===== src/rtl/writeback_stage.sv =====
`default_nettype none
// =============================================================================
// Module   : writeback_stage
// Purpose  : Buffers computed vector elements in a small FIFO and writes them
//            sequentially into the RAM vector region, flagging each full vector.
// Revision : 1.0 - initial release
// =============================================================================
module writeback_stage #(
  parameter int ADD_SIZE   = 16,
  parameter int DATA_SIZE  = 16,
  parameter int VEC_BASE   = 5,
  parameter int VEC_LEN    = 4,
  parameter int FIFO_DEPTH = 4
) (
  input  logic                 clk,
  input  logic                 reset,
  input  logic                 init_start,
  input  logic                 in_valid,
  input  logic [DATA_SIZE-1:0] in_data,
  output logic                 in_ready,
  input  logic                 mem_grant,
  output logic                 mem_we,
  output logic [ADD_SIZE-1:0]  mem_waddr,
  output logic [DATA_SIZE-1:0] mem_wdata,
  output logic                 vec_done,
  output logic                 busy
);

  localparam int                  c_ptr_w     = $clog2(FIFO_DEPTH);
  localparam logic [c_ptr_w:0]    c_depth     = (c_ptr_w + 1)'(FIFO_DEPTH);
  localparam logic [ADD_SIZE-1:0] c_vec_base  = ADD_SIZE'(VEC_BASE);
  localparam logic [ADD_SIZE-1:0] c_last_idx  = ADD_SIZE'(VEC_LEN - 1);

  localparam logic [1:0] c_st_idle  = 2'd0;
  localparam logic [1:0] c_st_write = 2'd1;
  localparam logic [1:0] c_st_done  = 2'd2;

  logic [DATA_SIZE-1:0] r_fifo [FIFO_DEPTH];
  logic [c_ptr_w-1:0]   r_rd_ptr;
  logic [c_ptr_w-1:0]   r_wr_ptr;
  logic [c_ptr_w:0]     r_count;
  logic [ADD_SIZE-1:0]  r_wr_cnt;
  logic [1:0]           r_state;
  logic [1:0]           w_state_nxt;

  logic w_empty;
  logic w_full;
  logic w_push;
  logic w_we;
  logic w_last;

  assign w_empty = (r_count == '0);
  assign w_full  = (r_count == c_depth);
  assign w_push  = in_valid && !w_full && !init_start;
  assign w_we    = (r_state == c_st_write) && !w_empty && mem_grant && !init_start;
  assign w_last  = (r_wr_cnt == c_last_idx);

  // Storage is cleared on reset so the head reads as zero out of reset.
  always_ff @(posedge clk or negedge reset) begin
    if (!reset) begin
      for (int i = 0; i < FIFO_DEPTH; i++) begin
        r_fifo[i] <= '0;
      end
    end else if (w_push) begin
      r_fifo[r_wr_ptr] <= in_data;
    end
  end

  always_ff @(posedge clk or negedge reset) begin
    if (!reset) begin
      r_rd_ptr <= '0;
      r_wr_ptr <= '0;
      r_count  <= '0;
    end else if (init_start) begin
      r_rd_ptr <= '0;
      r_wr_ptr <= '0;
      r_count  <= '0;
    end else begin
      if (w_push) r_wr_ptr <= r_wr_ptr + 1'b1;
      if (w_we)   r_rd_ptr <= r_rd_ptr + 1'b1;
      case ({w_push, w_we})
        2'b10:   r_count <= r_count + 1'b1;
        2'b01:   r_count <= r_count - 1'b1;
        default: r_count <= r_count;
      endcase
    end
  end

  always_ff @(posedge clk or negedge reset) begin
    if (!reset) begin
      r_wr_cnt <= '0;
    end else if (init_start) begin
      r_wr_cnt <= '0;
    end else if (w_we) begin
      r_wr_cnt <= w_last ? '0 : r_wr_cnt + 1'b1;
    end
  end

  always_ff @(posedge clk or negedge reset) begin
    if (!reset) begin
      r_state <= c_st_idle;
    end else begin
      r_state <= w_state_nxt;
    end
  end

  always_comb begin
    w_state_nxt = r_state;
    case (r_state)
      c_st_idle:  if (!w_empty) w_state_nxt = c_st_write;
      c_st_write: if (w_we && w_last) w_state_nxt = c_st_done;
      c_st_done:  w_state_nxt = c_st_idle;
      default:    w_state_nxt = c_st_idle;
    endcase
    if (init_start) w_state_nxt = c_st_idle;
  end

  // vec_done decodes the DONE state register, so it is a clean one-cycle pulse.
  always_comb begin
    in_ready  = !w_full && !init_start;
    mem_we    = w_we;
    mem_waddr = c_vec_base + r_wr_cnt;
    mem_wdata = r_fifo[r_rd_ptr];
    vec_done  = (r_state == c_st_done);
    busy      = !w_empty || (r_state != c_st_idle);
  end

endmodule
`default_nettype wire


===== config.mk =====
export PLATFORM = sky130hd
export DESIGN_NAME = writeback_stage
export DESIGN_NICKNAME = d
export VERILOG_FILES = /design/src/rtl/writeback_stage.sv
export SDC_FILE = /design/constraint.sdc
export NUM_CORES = 1
export LEC_CHECK = 0
export BUFFER_PORTS_ARGS = -buffer_cell sky130_fd_sc_hd__buf_2
export CAP_MARGIN = 0
export CORE_MARGIN = 1
export CORE_UTILIZATION = 30
export CTS_BUF_LIST = sky130_fd_sc_hd__clkbuf_4
export CTS_CLUSTER_SIZE = 8
export DETAILED_ROUTE_END_ITERATION = 10
export GPL_TIMING_DRIVEN = 0
export PLACE_DENSITY_LB_ADDON = 0.12
export SYNTH_ARGS = -nofsm -noshare
export SYNTH_HDL_FRONTEND = slang
export SYNTH_SLANG_ARGS = --single-unit

===== constraint.sdc =====
create_clock -name clk -period 4.3 [get_ports clk]
set_input_delay 0.86 -clock clk [delete_from_list [all_inputs] [get_ports clk]]
set_output_delay 0.86 -clock clk [all_outputs]
set_load 0.1 [all_outputs]

==> out/qor.csv, run 1 <==
stage,metric,value,unit
synthesis,Netlist cell types,49,
synthesis,synthesized flop and latch total,89,
placed_design,Port-buffer cells,56,
synthesis,Mapped Avg Cell Area,12.8,µm²
clock_tree,post-cts sizing count,0,
sta,final hold vios,0,
run_status,outcome,"finished, violations left",
placed_design,Detailed Place HPWL,7290,µm
setup_path,CP startpoint kind,flop,
setup_path,Worst Path Required,3440,ps
synthesis,largest cells by area after synthesis,"dfrtp_1 (49%), mux2_2 (15%), mux4_2 (7.9%)",
pwr,PwrDens,504,nW/µm²
final_layout,layout cells sized above 1,40.3,%
setup_path,reg-to-reg setup timing slack,1410,ps
floorplanning,num ports,57,
synthesis,prevailing post-synth register cell,dfrtp_1,
synthesis,Post-synth EDFFs,0,
setup_path,crit path kind,reg2out,
setup_path,CP max stage cell,nor4_1,
setup_path,worst r2r dst,r_count[2]$_DFFE_PN0P_,
routing,"wirelength, routed",10700,µm
routing,Via density,5.13,
placed_design,placed standard-cell area,5110,µm²
pwr,Max IR drop VDD,0.000172,V
routing,Via Count,3147,
final_layout,Final Non-Filler Cells,613,
clock_tree,clk slew on worst S/H paths,150,ps
grt,global-route usage over all layers,14.9,%
synthesis,synth warn,0,
synthesis,Synth top area share,48.8,%
synthesis,Synth area leader,dfrtp_1,
run_status,violated checks,DRC,
grt,first-pass GRT wire length,17900,µm
flow_run,max-cap violation count,0,
setup_path,crit-path cells,clkbuf_1 > a21oi_1 > nor4_1 > nand2_1 > xnor2_1 > buf_2,
sta,"Slew Viols, Final",0,
sta,Final setup violation count,0,
setup_path,Crit Reg-Reg Startpoint,r_count[1]$_DFFE_PN0P_,
setup_path,Crit. End Element,output port,
clock_tree,Root Buffer,clkbuf_4,
setup_path,Max Fanout on Critical Path,10,
floorplanning,Die Wd,125,µm
sta,Tcrit/Tclk final,88.5,%
sta,RSZ-0062 raised after global routing,no,
grt,initial antenna violation count,0,
final_layout,Area Growth Syn to Fin,15.5,%
sta,Clock Skew,19.6,ps
grt,grt total ovfl,0,
sta,crit path time final,3810,ps
synthesis,syn nets,383,
clock_tree,CTS tree,yes,
placed_design,GPL Wtd Cong,0.785,
placed_design,DP Cell Count,597,
setup_path,r2r worst-path depth,8,
setup_path,CP Capture Point,mem_waddr[15],
pwr,leakage power,0.00233,µW
sta,Fmax achieved,0.263,GHz
sta,relative slew slack,49.1,%
final_layout,final layout net count,451,
synthesis,asr flop ratio synth,100,%
clock_tree,CTS sink cnt,89,
grt,vias in the first global route,3321,
final_layout,Antenna Cells,0,
final_layout,final instance area,5280,µm²
routing,Starting DRT DRC Count,193,
clock_tree,"Setup Fix Bufs, Post-CTS",0,
grt,pin count of the biggest net entering global routing,58,
floorplanning,Rows,44,
clock_tree,CTS H-tree lvls,3,
clock_tree,CTS max path bufs,2,
synthesis,cell area after synthesis,4570,µm²
min_path,Worst Hold Class,in2async,
setup_path,Max stage delay on crit path,700,ps
routing,Final ANT Viol Nets,0,
floorplanning,DIE AREA,15700,µm²
pwr,"Power, Total",2660,µW
routing,DRT Pass-1 Iters,9,
clock_tree,# hold bufs at CTS,0,
routing,DRC violations left,5,
floorplanning,Initial Utilization,31.1,%
synthesis,"Seq/Total Area, Yosys",48.8,%
routing,wire length per cell,17.4,µm
sta,Tightest Pin Transition,757,ps
setup_path,Worst Setup SP,r_wr_cnt[2]$_DFFE_PN0P_,
sta,setup TNS,0,ps
setup_path,Critical Path AT,2950,ps
clock_tree,latest clock arrival within the worst-skew pair,460,ps
floorplanning,DIE HEIGHT,125,µm
synthesis,Mapped Cells,356,
clock_tree,CTS buffer count,9,
floorplanning,Core ar.,14700,µm²
stage by stage:
step,util (%),setup WS (ps),hold WS (ps)
3_3_place_gp,34.6,1080,472
4_1_cts,35.9,443,309
6_report,35.9,495,339
5_1_grt,35.9,215,318
2_1_floorplan,-,578,459
3_5_place_dp,34.8,1020,480
registers in the layout, summed over array words and instances (netlist names):
name and count:
r_fifo 64, r_wr_cnt 16, r_count 3, r_rd_ptr 2, r_state 2, r_wr_ptr 2
placed cells by master, fill, tap and decap left out, types with 8 or more instances in the layout:
master / count
nor2_1: 12
dfrtp_1: 89
nor3_1: 8
clkbuf_4: 9
mux4_2: 16
buf_2: 64
xnor2_1: 12
clkbuf_1: 11
mux2_2: 61
nand2_1: 14
nand3_1: 12
a31oi_1: 21
per-layer routing:
metal | vias to the layer above | GRT usage (%) | routed length [µm]
met5 | - | 0 | 0
met4 | 0 | 4.38 | 118
met3 | 8 | 4.02 | 601
met2 | 93 | 25.0 | 5280
met1 | 1578 | 18.7 | 4660
li1 | 1468 | - | -
synthesized netlist by cell type, types with 4 or more instances:
cell / number
nand2_4: 4
xor2_1: 6
nand2b_1: 4
dfrtp_1: 89
a31oi_1: 21
nand3b_1: 5
mux4_2: 16
nor3_1: 8
mux2_2: 61
buf_6: 5
nand3_1: 12
nand2_1: 14
xnor2_1: 12
nand4_1: 7
mux2_1: 4
buf_2: 9
inv_1: 5
clkbuf_1: 11
nor4_1: 7
ha_1: 5
a21oi_1: 6
nor2_1: 12
how the worst min path moves through the flow:
stage	end	slack, ps	cells after the start
final	r_fifo[52]$_DFFE_PN0P_	340	1
after CTS	r_fifo[52]$_DFFE_PN0P_	310	1
after detailed placement	r_fifo[50]$_DFFE_PN0P_	480	1
after floorplan	r_fifo[49]$_DFFE_PN0P_	460	1
after global placement	r_fifo[50]$_DFFE_PN0P_	470	1
after global routing	r_fifo[50]$_DFFE_PN0P_	320	1
cell type report:
class / count / area (µm²)
Buffer: 25 / 143
Clock buffer: 9 / 67.6
Clock inverter: 7 / 98.8
Fill cell: 1462 / 9420
Inverter: 5 / 18.8
Multi-Input combinational cell: 237 / 2180
Sequential cell: 89 / 2230
Tap cell: 184 / 230
Timing Repair Buffer: 57 / 310
critical path, delay by kind of cell, from the launching register on:
kind	cells	cell delay, ps
AO/OA/AOI/OAI	1	180
XOR/XNOR	1	190
buffers and inverters	2	830
flip-flops	1	430
AND/OR/NAND/NOR	2	840
cells by family (layout without fill, tap and decap cells):
| kind of cell | count (synthesis) | in the layout | share of synthesized area, % |
|---|---|---|---|
| mux | 82 | 82 | 24.1 |
| flops | 89 | 89 | 48.8 |
| fa+ha+maj | 6 | 6 | 1.81 |
| buf+inv | 30 | 103 | 3.53 |
| simple gates | 87 | 87 | 11.2 |
| compound gates | 44 | 44 | 7.09 |
| xor+xnor | 18 | 18 | 3.45 |
report_power, final:
group	internal [µW]	leakage, µW	total (µW)	switching (µW)
logic	316	0.00110	948	632
clock network	241	0.0000873	551	310
registers	1050	0.00114	1160	111
(Power assumes the default switching activity.)
==> run 2, diff against run 1 <==
Settings changed: BUFFER_PORTS_ARGS -buffer_cell sky130_fd_sc_hd__buf_2 to not set, DONT_BUFFER_PORTS set to 1, SLEW_MARGIN set to 30.
==> run 2 against run 1 <==
  * Core utilization barely moved
  * Register-to-register slack improved by 210 ps
  * Largest power group unchanged
  * Clock power fell by 16%
  * Die area did not move
  * The flow still finishes with violations (DRC)
  * First-iteration DRC count fell by 20%
  * Critical path type unchanged
  * Final area barely moved
  * Via count fell by 6.3%
  * Maximum frequency fell by 2.1%
==> out/qor.csv, run 2 (synthesis results as in run 1) <==
stage,metric,value,unit,change
run_status,outcome,"finished, violations left",,unchanged
run_status,violated checks,DRC,,unchanged
placed_design,DP Cell Count,550,,was 597
setup_path,CP Capture Point,mem_waddr[14],,was mem_waddr[15]
routing,Starting DRT DRC Count,154,,was 193
pwr,leakage power,0.00222,µW,was 0.00233 µW
routing,wire length per cell,18.6,µm,was 17.4 µm
flow_run,max-cap violation count,0,,unchanged
setup_path,Worst Setup SP,r_wr_cnt[5]$_DFFE_PN0P_,,was r_wr_cnt[2]$_DFFE_PN0P_
grt,first-pass GRT wire length,17500,µm,was 17900 µm
grt,vias in the first global route,3146,,was 3321
pwr,Max IR drop VDD,0.000126,V,was 0.000172 V
min_path,Worst Hold Class,in2async,,unchanged
setup_path,crit path kind,reg2out,,unchanged
final_layout,Area Growth Syn to Fin,15.5,%,about the same
clock_tree,clk slew on worst S/H paths,150,ps,about the same
routing,Final ANT Viol Nets,0,,unchanged
clock_tree,CTS tree,yes,,unchanged
sta,RSZ-0062 raised after global routing,no,,unchanged
pwr,PwrDens,474,nW/µm²,was 504 nW/µm²
final_layout,Final Non-Filler Cells,565,,was 613
setup_path,Worst Path Required,3440,ps,about the same
pwr,Cell Int Power,1500,µW,was 1610 µW
routing,Via Count,2950,,was 3147
pwr,P_sw,1000,µW,was 1050 µW
pwr,Sw Ratio,40.1,%,was 39.6%
sta,hold slack,83.8,ps,was 339 ps
floorplanning,num ports,57,,unchanged
routing,DRC violations left,6,,was 5
final_layout,Biggest register,r_fifo,,unchanged
setup_path,r2r worst-path depth,8,,unchanged
pwr,fraction of power consumed by sequential logic,46.3,%,was 43.7%
setup_path,Critical Path AT,3030,ps,was 2950 ps
final_layout,highest-count cells in the layout ignoring fill and taps,"dfrtp_1 (89), mux2_2 (61), a31oi_1 (21)",,"was dfrtp_1 (89), buf_2 (64), mux2_2 (61)"
placed_design,Detailed Place HPWL,7090,µm,was 7290 µm
pwr,Gate power share,35.1,%,was 35.6%
floorplanning,Rows,44,,unchanged
clock_tree,post-cts sizing count,0,,unchanged
setup_path,Max Fanout on Critical Path,10,,unchanged
final_layout,biggest regs,"r_fifo (64), r_wr_cnt (16), r_count (3)",,unchanged
sta,final hold vios,0,,unchanged
sta,Tightest Pin Transition,1030,ps,was 757 ps
setup_path,Crit Reg-Reg Startpoint,r_count[1]$_DFFE_PN0P_,,unchanged
clock_tree,CTS buffer count,9,,unchanged
pwr,"Power, Total",2500,µW,was 2660 µW
final_layout,final layout net count,404,,was 451
floorplanning,Die Wd,125,µm,unchanged
floorplanning,DIE HEIGHT,125,µm,unchanged
setup_path,worst r2r dst,r_count[2]$_DFFE_PN0P_,,unchanged
sta,Clock Skew,21.2,ps,was 19.6 ps
placed_design,placed standard-cell area,5150,µm²,was 5110 µm²
clock_tree,CTS H-tree lvls,3,,unchanged
final_layout,final instance area,5280,µm²,about the same
sta,setup TNS,0,ps,unchanged
sta,"Slew Viols, Final",0,,unchanged
routing,"wirelength, routed",10500,µm,was 10700 µm
placed_design,GPL Wtd Cong,0.801,,was 0.785
placed_design,Port-buffer cells,0,,was 56
final_layout,max FFs per register,64,,unchanged
clock_tree,# hold bufs at CTS,0,,unchanged
sta,relative slew slack,31.3,%,was 49.1%
floorplanning,Initial Utilization,31.1,%,unchanged
grt,initial antenna violation count,0,,unchanged
setup_path,reg-to-reg setup timing slack,1620,ps,was 1410 ps
sta,Final setup violation count,0,,unchanged
sta,crit path time final,3890,ps,was 3810 ps
setup_path,CP startpoint kind,flop,,unchanged
final_layout,"most common cell after layout, fill and taps aside",dfrtp_1,,unchanged
clock_tree,CTS max path bufs,2,,unchanged
clock_tree,Root Buffer,clkbuf_4,,unchanged
final_layout,layout cells sized above 1,37.0,%,was 40.3%
grt,global-route usage over all layers,14.5,%,was 14.9%
grt,pin count of the biggest net entering global routing,90,,was 58
pwr,Clk pwr share,18.6,%,was 20.7%
clock_tree,CTS sink cnt,89,,unchanged
floorplanning,DIE AREA,15700,µm²,unchanged
sta,Fmax achieved,0.257,GHz,was 0.263 GHz
routing,Via density,5.22,,was 5.13
final_layout,Antenna Cells,0,,unchanged
floorplanning,Core ar.,14700,µm²,unchanged
setup_path,Crit. End Element,output port,,unchanged
grt,grt total ovfl,0,,unchanged
clock_tree,"Setup Fix Bufs, Post-CTS",0,,unchanged
routing,DRT Pass-1 Iters,11,,was 9
clock_tree,latest clock arrival within the worst-skew pair,450,ps,was 460 ps
sta,Tcrit/Tclk final,90.4,%,was 88.5%
run 2: changes by cell type in the layout (fill, tap and decap cells not counted), sizes merged:
| cell | delta |
|---|---|
| bufinv | -1 |
| clkinvlp | -1 |
| buf | -47 |
| inv | -3 |
| clkinv | +4 |
run 2: how the worst min path moves through the flow:
stage                             end  cells past startpoint
2_1_floorplan  r_fifo[49]$_DFFE_PN0P_                      1
3_3_place_gp   r_fifo[51]$_DFFE_PN0P_                      1
3_5_place_dp   r_fifo[51]$_DFFE_PN0P_                      1
4_1_cts        r_fifo[42]$_DFFE_PN0P_                      0
5_1_grt        r_fifo[20]$_DFFE_PN0P_                      0
6_report       r_fifo[52]$_DFFE_PN0P_                      0
run 2: final cells by class:
cell class | count | area [µm²]
inverter | 5 | 18.8
clock buffer | 9 | 67.6
tap | 184 | 230
buffer | 25 | 144
multi-input combinational | 237 | 2360
sequential | 89 | 2230
timing repair buffer | 10 | 168
clock inverter | 6 | 60.1
fill | 1394 | 9420
run 2: power by group through the flow:
stage	clock network (µW)	logic, µW	registers (µW)
global placement	0	868	1170
global route	524	920	1190
detailed placement	0	884	1180
finish	465	877	1160
CTS	495	885	1160
floorplan	0	824	1140
run 2: critical path, cell delays in order (launching register included):
cell	delay [ps]
dfrtp_1	400
clkbuf_1	490
o2111ai_1	430
nor3_1	610
nand3_1	220
xnor2_2	200
buf_8	220
run 2: metrics by stage:
step           util, %  worst slack (ps)
2_1_floorplan        -               578
3_3_place_gp      32.6              68.3
3_5_place_dp      35.0               924
4_1_cts           35.9               370
5_1_grt           35.9               134
6_report          35.9               413
run 2: layer usage:
metal	track usage, %	part of all wire [%]
met5	0	0
met4	5.60	1.4
met3	2.82	4.3
met2	23.2	48
met1	19.5	46
